==> config.mk <==
export PLATFORM = sky130hd
export DESIGN_NAME = axis_rr_pkt_arbiter
export DESIGN_NICKNAME = d
export VERILOG_FILES = /design/src/rtl/axis_rr_pkt_arbiter.sv
export SDC_FILE = /design/constraint.sdc
export NUM_CORES = 1
export LEC_CHECK = 0
export CORE_AREA = 5 5 188 190
export CTS_BUF_LIST = sky130_fd_sc_hd__clkbuf_8
export CTS_CLUSTER_DIAMETER = 50
export CTS_CLUSTER_SIZE = 30
export DETAILED_ROUTE_END_ITERATION = 7
export DIE_AREA = 0 0 193 195
export SLEW_MARGIN = 20
export SYNTH_ARGS = -nofsm -noshare
export SYNTH_HDL_FRONTEND = slang
export SYNTH_SLANG_ARGS = --single-unit
==> constraint.sdc <==
create_clock -name i_clk -period 7.5 [get_ports i_clk]
set_input_delay 0.75 -clock i_clk [delete_from_list [all_inputs] [get_ports i_clk]]
set_output_delay 0.75 -clock i_clk [all_outputs]
set_load 0.05 [all_outputs]
==> src/rtl/axis_rr_pkt_arbiter.sv <==
// Packet-level round-robin arbiter: merges P_CH_NUM AXI-Stream channels onto one
// registered output stream, holding each grant until the last beat is accepted.
module axis_rr_pkt_arbiter #(
  parameter int unsigned P_CH_NUM    = 2,
  parameter int unsigned P_MAX_BEATS = 256
) (
  input  logic                     i_clk,
  input  logic                     i_rst,
  input  logic [64*P_CH_NUM-1:0]   s_axis_data,
  input  logic [80*P_CH_NUM-1:0]   s_axis_user,
  input  logic [8*P_CH_NUM-1:0]    s_axis_keep,
  input  logic [P_CH_NUM-1:0]      s_axis_last,
  input  logic [P_CH_NUM-1:0]      s_axis_valid,
  output logic [P_CH_NUM-1:0]      s_axis_ready,
  output logic [63:0]              m_axis_out_data,
  output logic [79:0]              m_axis_out_user,
  output logic [7:0]               m_axis_out_keep,
  output logic                     m_axis_out_last,
  output logic                     m_axis_out_valid,
  input  logic                     m_axis_out_ready,
  output logic [1:0]               o_grant_id,
  output logic                     o_busy,
  output logic [15:0]              o_oversize_cnt
);

  localparam int unsigned DW = 64;
  localparam int unsigned UW = 80;
  localparam int unsigned KW = 8;
  localparam int unsigned GW = 2;
  localparam int unsigned CW = 16;

  typedef enum logic {ST_IDLE = 1'b0, ST_XFER = 1'b1} state_t;

  state_t          state_q, state_d;
  logic [GW-1:0]   ptr_q, ptr_d;
  logic [GW-1:0]   grant_q, grant_d;
  logic            busy_q, busy_d;
  logic [DW-1:0]   data_q, data_d;
  logic [UW-1:0]   user_q, user_d;
  logic [KW-1:0]   keep_q, keep_d;
  logic            last_q, last_d;
  logic            valid_q, valid_d;
  logic [CW-1:0]   cnt_q, cnt_d;
  logic [CW-1:0]   ovs_q, ovs_d;

  logic            hi_vld, lo_vld, pick_vld;
  logic [GW-1:0]   hi_id, lo_id, pick_id;
  logic            sel_valid, sel_last;
  logic [DW-1:0]   sel_data;
  logic [UW-1:0]   sel_user;
  logic [KW-1:0]   sel_keep;
  logic            allow, in_acc;
  logic [CW-1:0]   cnt_inc;

  // First requester strictly above the pointer wins, else the lowest at/below it.
  always_comb begin
    hi_vld = 1'b0;
    lo_vld = 1'b0;
    hi_id  = '0;
    lo_id  = '0;
    for (int c = int'(P_CH_NUM) - 1; c >= 0; c--) begin
      if (s_axis_valid[c]) begin
        if (c > int'(ptr_q)) begin
          hi_vld = 1'b1;
          hi_id  = GW'(c);
        end else begin
          lo_vld = 1'b1;
          lo_id  = GW'(c);
        end
      end
    end
    pick_vld = hi_vld | lo_vld;
    pick_id  = hi_vld ? hi_id : lo_id;
  end

  always_comb begin
    sel_valid = 1'b0;
    sel_last  = 1'b0;
    sel_data  = '0;
    sel_user  = '0;
    sel_keep  = '0;
    for (int c = 0; c < int'(P_CH_NUM); c++) begin
      if (c == int'(grant_q)) begin
        sel_valid = s_axis_valid[c];
        sel_last  = s_axis_last[c];
        sel_data  = s_axis_data[c*DW +: DW];
        sel_user  = s_axis_user[c*UW +: UW];
        sel_keep  = s_axis_keep[c*KW +: KW];
      end
    end
  end

  always_comb begin
    state_d      = state_q;
    ptr_d        = ptr_q;
    grant_d      = grant_q;
    busy_d       = busy_q;
    data_d       = data_q;
    user_d       = user_q;
    keep_d       = keep_q;
    last_d       = last_q;
    valid_d      = valid_q;
    cnt_d        = cnt_q;
    ovs_d        = ovs_q;
    s_axis_ready = '0;
    allow        = ~valid_q | m_axis_out_ready;
    in_acc       = 1'b0;
    cnt_inc      = (cnt_q == '1) ? cnt_q : cnt_q + CW'(1);

    if (valid_q && m_axis_out_ready) begin
      valid_d = 1'b0;
    end

    case (state_q)
      ST_IDLE: begin
        if (pick_vld) begin
          ptr_d   = pick_id;
          grant_d = pick_id;
          busy_d  = 1'b1;
          cnt_d   = '0;
          state_d = ST_XFER;
        end
      end
      ST_XFER: begin
        for (int c = 0; c < int'(P_CH_NUM); c++) begin
          s_axis_ready[c] = (c == int'(grant_q)) && allow;
        end
        in_acc = sel_valid & allow;
        if (in_acc) begin
          data_d  = sel_data;
          user_d  = sel_user;
          keep_d  = sel_keep;
          last_d  = sel_last;
          valid_d = 1'b1;
          cnt_d   = cnt_inc;
          if (sel_last) begin
            state_d = ST_IDLE;
            busy_d  = 1'b0;
            // Count includes the last beat itself.
            if ((cnt_inc > CW'(P_MAX_BEATS)) && (ovs_q != '1)) begin
              ovs_d = ovs_q + CW'(1);
            end
          end
        end
      end
      default: state_d = ST_IDLE;
    endcase
  end

  always_ff @(posedge i_clk or posedge i_rst) begin
    if (i_rst) begin
      state_q <= ST_IDLE;
      ptr_q   <= GW'(P_CH_NUM - 1);
      grant_q <= '0;
      busy_q  <= 1'b0;
      data_q  <= '0;
      user_q  <= '0;
      keep_q  <= '0;
      last_q  <= 1'b0;
      valid_q <= 1'b0;
      cnt_q   <= '0;
      ovs_q   <= '0;
    end else begin
      state_q <= state_d;
      ptr_q   <= ptr_d;
      grant_q <= grant_d;
      busy_q  <= busy_d;
      data_q  <= data_d;
      user_q  <= user_d;
      keep_q  <= keep_d;
      last_q  <= last_d;
      valid_q <= valid_d;
      cnt_q   <= cnt_d;
      ovs_q   <= ovs_d;
    end
  end

  assign m_axis_out_data  = data_q;
  assign m_axis_out_user  = user_q;
  assign m_axis_out_keep  = keep_q;
  assign m_axis_out_last  = last_q;
  assign m_axis_out_valid = valid_q;
  assign o_grant_id       = grant_q;
  assign o_busy           = busy_q;
  assign o_oversize_cnt   = ovs_q;

endmodule

* Yosys cells after proc, flatten, opt, wreduce, memory -nomap -nowiden
Index checks and enable logic that the tools add are counted.
Storage, ports and cells: flip-flop bits (word level) 192, logic and storage cells 73
Operators by class: add/sub/neg operators 2, order comparisons 2, equal/unequal tests 6, muxes and demuxes 37, bitwise logic cells 5, reductions and logical operators 10
Operators by type and width (number):
- 80-bit 2-to-1 mux | 2
- 64-bit 2-to-1 mux | 2
- 16-bit 2-to-1 mux | 3
- 16-bit by 1-bit adder with 16-bit output (second input constant) | 2
- 16-bit one-hot mux with 2 select lines | 1
- 1-bit 2-to-1 mux | 22
- 16-bit == test (second input constant) | 1
- 16-bit by 9-bit > comparator with 1-bit output (second input constant) | 1
- 8-bit 2-to-1 mux | 2
- 16-bit inequality test (second input constant) | 1
- 2-bit 2-to-1 mux | 3
- 2-bit AND reduction | 3
- 1-bit logical AND | 4
- 2-bit by 1-bit inequality test with 1-bit output (second input constant) | 2
- 1-bit one-hot mux with 2 select lines | 2
- 4-bit AND reduction | 1
- 3-bit AND reduction | 1
- 2-bit == test (first input constant) | 1
- 1-bit by 2-bit > comparator with 1-bit output (first input constant) | 1
- 2-bit zero test | 1
- 2-bit inequality test (second input constant) | 1
- 1-bit NOT | 2
- 1-bit bitwise OR | 2
- 1-bit bitwise AND | 1

* Logic depth before layout (Yosys ltp)
Gate-level depths: netlist (run 1).
depth after elaboration 7, mapped depth 10

* Least setup slack after synthesis (run 1)
OpenSTA, ideal clock, no wires.
path type reg2out, start register grant_q[0] (netlist: o_grant_id[0]), end output s_axis_ready[1], arrival time 2.144 ns, data required time 6.750 ns, path slack 4.606 ns, stages on the path, launching flop included 5, path buffers 3, path through dfrtp_1 clkbuf_1 clkbuf_1 buf_1 and3_1
On the way: word-level cells in the longest chain between the ends 3
RTL lines:
- start: declaration | line 36 | logic [GW-1:0] grant_q, grant_d;
- start signal: assignment | line 166 | grant_q <= grant_d;
- 2-bit == test | line 126 | s_axis_ready[c] = (c == int'(grant_q)) && allow;
- 1-bit logical AND | line 126
- 2-bit 2-to-1 mux | line 114 | case (state_q)
- end: declaration | line 14 | output logic [P_CH_NUM-1:0] s_axis_ready,
No other way between the ends.

* Worst setup path after layout (run 1)
start register grant_q[0] (netlist: o_grant_id[0]), end register ovs_q[15] (netlist: o_oversize_cnt[15])
On the way: word-level cells in the longest chain between the ends 5
RTL lines:
- 2-bit zero test | line 83 | if (c == int'(grant_q)) begin
- 1-bit 2-to-1 mux (2 in series) | line 83
- 1-bit bitwise AND | line 128 | in_acc = sel_valid & allow;
- 4-bit AND reduction (no source line) (*)
- end signal: assignment | line 174 | ovs_q <= ovs_d;
- end: declaration | line 44 | logic [CW-1:0] ovs_q, ovs_d;
Mark *: on every way between the ends. The rest lies on a longest branch, timed or not. A chain may end at the register's enable or synchronous reset.

==> flow_metrics.tcl, run 1 <==
set metrics [dict create \
    placed_cells 1763 \
    fin_crit_sh 0.442 \
    synth_area_leaders "dfrtp_1, mux2i_1, o21ai_0" \
    die_h_um 195 \
    fin_crit_ps 3320 \
    synthCells 884 \
    hold_viol 0 \
    powerDensity_nw_per_um2 427 \
    cts_resized 0 \
    grt_pass1_vias 8123 \
    ys_seq_area_frac 0.530 \
    seq_power_share 0.283 \
    path_class "reg2reg" \
    slew_viol_final 0 \
    p_sw_frac 0.509 \
    place_congestion 0.800 \
    drc_errors 0 \
    rsz0062_at_grt "no" \
    numPortBuffers 484 \
    syn_nets 1197 \
    vias 7999 \
    htreeDepth 4 \
    end_kind "flip-flop" \
    pre_cts_slack_ps 3970 \
    cts_made_buffers 17 \
    max_freq_mhz 301 \
    globalRoute.totalOverflow 0 \
    post-dp-hpwl_mm 25.0 \
    routed_via_density 4.45 \
    syn_to_final_growth_pct 62.9 \
    finalNonFillerCells 1796 \
    start_util 0.270 \
    dr_wl_met3_mm 3.05 \
    synth.distinct_cells 47 \
    fin_ws_ps 4180 \
    highest_layer "met4" \
    status "finished clean" \
    power.net_switching_mw 3.18 \
    wl_met1_mm 12.4 \
    coreArea_um2 33300 \
    cts_root_buffer "clkbuf_8" \
    synth-seq-cells 190 \
    route.met2.wl_mm 16.3 \
    cp.required_ps 7880 \
    path_clk_slew_ps 90 \
    max_cap_violations 0 \
    dpl_cell_area_um2 14200 \
    wl_per_cell_um 17.9 \
    tns_ps 0 \
    critPathMaxFanout 50 \
    clk_latency_ps 470 \
    yosysMostFrequentCell "dfrtp_1" \
    grt_pass1_wl_mm 47.8 \
    synth_area_per_cell_um2 10.2 \
    p_int_mw 3.07 \
    n_antenna_cell 0 \
    clock_sink_count 190 \
    p_leak_nw 6.35 \
    hold_path.class "reg2reg" \
    grt_max_degree 136 \
    nets 1648 \
    die_x_um 193 \
    fillers 3271 \
    netlist_area_um2 8970 \
    critPathLaunchType "flip-flop" \
    antenna_left 0 \
    yosys-top-cells-count "dfrtp_1, nand2_1, o21ai_0" \
    antenna_found_initial 1 \
    hold_buffers 0 \
    post_cts_buffers 0 \
    ir_drop_v 0.000204 \
    p_comb_frac 0.609 \
    async_reset_ff_frac 1.00 \
    io_pins 486 \
    clockBufferDepth 2 \
    drt_iter0_drc 371 \
    yosysTopAreaCell "dfrtp_1" \
    fin_area_um2 14600 \
    cts_tree "done" \
    final-setup-viol-count 0 \
    grtUsageTotal 0.164 \
    synth_top_area_frac 0.527 \
    synthFlopType "dfrtp_1" \
    synth_edf_count 0 \
    yosys_warnings 0 \
    relSlewSlack 0.365 \
    critPathArrivalTime_ps 3700 \
    firstDrtPassIters 4 \
    tightestPinTransition_ps 952 \
    wl_mm 32.1 \
    dieArea_um2 37600 \
    floorplan.rows 67 \
    skew_ps 15.2 \
    drive_gt1_frac 0.0415 \
    clockPowerShare 0.108 \
]
## cell usage in the layout, fill, tap and decap left out, types with 9 or more instances in the layout
cell type and instances:
xor2_1 13, dfrtp_1 188, mux2i_1 155, clkdlybuf4s50_1 484, o21ai_0 166, nand3_1 12, clkbuf_8 20, nand2_1 176
nor2_1 18, and3_1 12, nor3_1 9
## kinds of logic (layout without fill, tap and decap cells)
logic type,count (synthesis),count (layout),synth area share
AOI/OAI and AO/OA,196,196,0.119
xor gates and xnor gates,15,15,0.0146
adders and majority gates,2,2,0.00279
buffers and inverters,62,526,0.0280
DFF,190,190,0.530
muxes,158,158,0.177
other,1,1,0.000418
and+or+nand+nor,260,260,0.129
## worst paths after layout
| path | startpoint | end | slack [ps] | cells past startpoint |
|---|---|---|---|---|
| max in group asynchronous | i_rst | o_grant_id[0]$_DFFE_PP0P_ | 5250 | 4 |
| worst min-delay path | m_axis_out_keep[2]$_DFFE_PP0P_ | m_axis_out_keep[2]$_DFFE_PP0P_ | 480 | 2 |
| worst max-delay path | o_grant_id[0]$_DFFE_PP0P_ | o_oversize_cnt[15]$_DFFE_PP0P_ | 4180 | 8 |
| worst min register to register | m_axis_out_keep[2]$_DFFE_PP0P_ | m_axis_out_keep[2]$_DFFE_PP0P_ | 480 | 2 |
| min in group asynchronous | i_rst | m_axis_out_user[43]$_DFFE_PP0P_ | 650 | 2 |
| worst max register to register | o_grant_id[0]$_DFFE_PP0P_ | o_oversize_cnt[15]$_DFFE_PP0P_ | 4180 | 8 |
## routing by layer
metal / up-vias / GRT usage
met5: - / 0
met4: 0 / 0.0375
met3: 20 / 0.0596
met2: 322 / 0.292
met1: 3665 / 0.187
li1: 3992 / -
## state kept, by name, summed over array words and instances (netlist names), 8 cells and up
name / cells
o_oversize_cnt: 16
m_axis_out_data: 64
m_axis_out_user: 80
m_axis_out_keep: 8
cnt_q: 16
## critical path: stages (launching register included)
cell and delay (ps):
dfrtp_4 970, mux2_2 340, and3_1 470, nand2_1 220
a31oi_1 340, nand2_1 150, a2bb2oi_4 240, nor4_1 340
xor2_1 170
## power by group through the flow
stage / Combinational, mW / Clock [mW] / Sequential [mW]
2_1_floorplan: 1.10 / 0 / 3.14
3_3_place_gp: 3.83 / 0 / 1.78
3_5_place_dp: 3.85 / 0 / 1.79
4_1_cts: 3.85 / 0.710 / 1.78
5_1_grt: 4.04 / 0.755 / 1.84
6_report: 3.80 / 0.676 / 1.76
## through the flow
step	utilization	hold WS, ps	power, mW
global placement	0.427	461	5.61
CTS	0.439	489	6.34
floorplan	-	463	4.24
detailed placement	0.427	469	5.65
finish	0.439	481	6.24
global route	0.439	504	6.63
## cell type report
cell class / count / area (um^2) / area share
clock buffers: 20 / 275 / 0.0188
flip-flops and latches: 190 / 4760 / 0.326
inverters: 3 / 18.8 / 0.00128
well taps: 448 / 561 / 0.0383
multi-input cells: 632 / 3980 / 0.272
repair buffers: 491 / 4920 / 0.336
clock inverters: 12 / 110 / 0.00753
(Power assumes the default switching activity.)
==> inputs of run 2 (changes only) <==
clock period = 3.1 ns   (was 7.5 ns; I/O delays follow)
==> flow_metrics.tcl, run 2 (synthesis gave the netlist of run 1 again) <==
set metrics [dict create \
    reg2reg_from "cnt_q[0]$_DFFE_PP0P_" \
    nets 1659 \
    status "finished clean" \
    io_pins 486 \
    relSlewSlack 0.413 \
    route.met2.wl_mm 16.2 \
    grt_pass1_wl_mm 48.3 \
    regToRegSetupSlack_ps 220 \
    drc_errors 0 \
    numPortBuffers 484 \
    critPathLaunchType "flip-flop" \
    syn_to_final_growth_pct 64.4 \
    wl_per_cell_um 18.0 \
    cts_resized 0 \
    tightestPinTransition_ps 878 \
    max_cap_violations 0 \
    fin_area_um2 14800 \
    dieArea_um2 37600 \
    p_leak_nw 6.41 \
    routed_via_density 4.48 \
    drive_gt1_frac 0.0486 \
    highest_layer "met4" \
    seq_power_share 0.271 \
    critPathArrivalTime_ps 3210 \
    drt_iter0_drc 309 \
    dpl_cell_area_um2 14400 \
    critPathMaxFanout 10 \
    p_int_mw 7.43 \
    fin_crit_ps 2880 \
    floorplan.rows 67 \
    layout_common_cells "clkdlybuf4s50_1, dfrtp_1, nand2_1, o21ai_0, mux2i_1" \
    final_util 0.443 \
    grt_pass1_vias 8327 \
    firstDrtPassIters 4 \
    clock_sink_count 190 \
    rsz0062_at_grt "no" \
    place_congestion 0.790 \
    path_clk_slew_ps 110 \
    wl_mm 32.6 \
    max_freq_mhz 347 \
    cts_made_buffers 17 \
    htreeDepth 4 \
    hold_viol 0 \
    skew_ps 16.3 \
    globalRoute.totalOverflow 0 \
    cts_tree "done" \
    antenna_left 0 \
    cp.required_ps 3430 \
    post-dp-hpwl_mm 25.9 \
    ir_drop_v 0.000472 \
    p_comb_frac 0.622 \
    tns_ps 0 \
    layout_commonest_cell "clkdlybuf4s50_1" \
    wl_met1_mm 12.8 \
    vias 8108 \
    clockPowerShare 0.107 \
    start_util 0.270 \
    grt_max_degree 196 \
    hold_path.class "in2async" \
    grtUsageTotal 0.165 \
    cts_root_buffer "clkbuf_8" \
    power.net_switching_mw 7.76 \
    slew_viol_final 0 \
    p_sw_frac 0.511 \
    coreArea_um2 33300 \
    final-setup-viol-count 0 \
    die_x_um 193 \
    hold_buffers 0 \
    reg2reg_to "o_oversize_cnt[8]$_DFFE_PP0P_" \
    ff2ff_path_depth 10 \
    powerDensity_nw_per_um2 1030 \
    die_h_um 195 \
    clockBufferDepth 2 \
    post_cts_buffers 0 \
    clk_latency_ps 460 \
    end_kind "flip-flop" \
    path_class "reg2reg" \
    largest_register_ffs 80 \
    antenna_found_initial 1 \
    dr_wl_met3_mm 3.12 \
    fin_crit_sh 0.929 \
]
[run 2: stage by stage]
stage | setup slack, ps | hold slack (ps) | std cells | total power, mW
final | 221 | 366 | 1808 | 15.2
after global routing | 107 | 377 | 1808 | 16.1
after CTS | 228 | 340 | 1807 | 15.4
after detailed placement | 231 | 470 | 1775 | 13.7
after global placement | 343 | 461 | 1775 | 13.7
after floorplan | 342 | 435 | 884 | 10.3
[run 2: critical path, stage by stage, from the launching register on]
cell	delay, ps
dfrtp_1	440
ha_1	250
nand2_2	170
nor4_2	110
a21oi_1	320
mux2i_1	150
nor4_1	570
a2bb2oi_4	360
buf_4	190
nor3b_1	50
xor2_1	140
[run 2: power by group through the flow]
stage / Sequential [mW] / Combinational [mW] / Clock, mW
3_3_place_gp: 4.12 / 9.55 / 0
6_report: 4.12 / 9.44 / 1.63
4_1_cts: 4.13 / 9.57 / 1.72
5_1_grt: 4.27 / 9.99 / 1.81
2_1_floorplan: 7.61 / 2.65 / 0
3_5_place_dp: 4.17 / 9.57 / 0
[run 2: layout make-up]
class / instances / area [um^2]
Antenna cell: 1 / 2.50
Fill cell: 3230 / 18500
Clock buffer: 18 / 248
Sequential cell: 190 / 4760
Clock inverter: 14 / 130
Tap cell: 448 / 561
Multi-Input combinational cell: 632 / 3980
Timing Repair Buffer: 502 / 5050
Inverter: 3 / 15.0
[run 2: worst max path at each step]
| stage | depth (start not counted) | slack, ps | start | end |
|---|---|---|---|---|
| floorplan | 1 | 340 | i_rst | cnt_q[0]$_DFFE_PP0P_ |
| global placement | 10 | 340 | cnt_q[0]$_DFFE_PP0P_ | o_oversize_cnt[6]$_DFFE_PP0P_ |
| detailed placement | 10 | 230 | cnt_q[0]$_DFFE_PP0P_ | o_oversize_cnt[6]$_DFFE_PP0P_ |
| CTS | 10 | 230 | cnt_q[0]$_DFFE_PP0P_ | o_oversize_cnt[5]$_DFFE_PP0P_ |
| global route | 10 | 110 | cnt_q[0]$_DFFE_PP0P_ | o_oversize_cnt[3]$_DFFE_PP0P_ |
| finish | 10 | 220 | cnt_q[0]$_DFFE_PP0P_ | o_oversize_cnt[8]$_DFFE_PP0P_ |
[run 2: per-layer routing]
metal,global-route usage,up-vias
met1,0.189,3736
met5,0,-
li1,-,4005
met4,0.0417,0
met2,0.294,343
met3,0.0584,24
==> inputs of run 3 (changes only) <==
HOLD_SLACK_MARGIN = 0.08   (was not set)
==> results of run 3 <==
The final DEF is identical to that of run 2; final timing and power are the same.
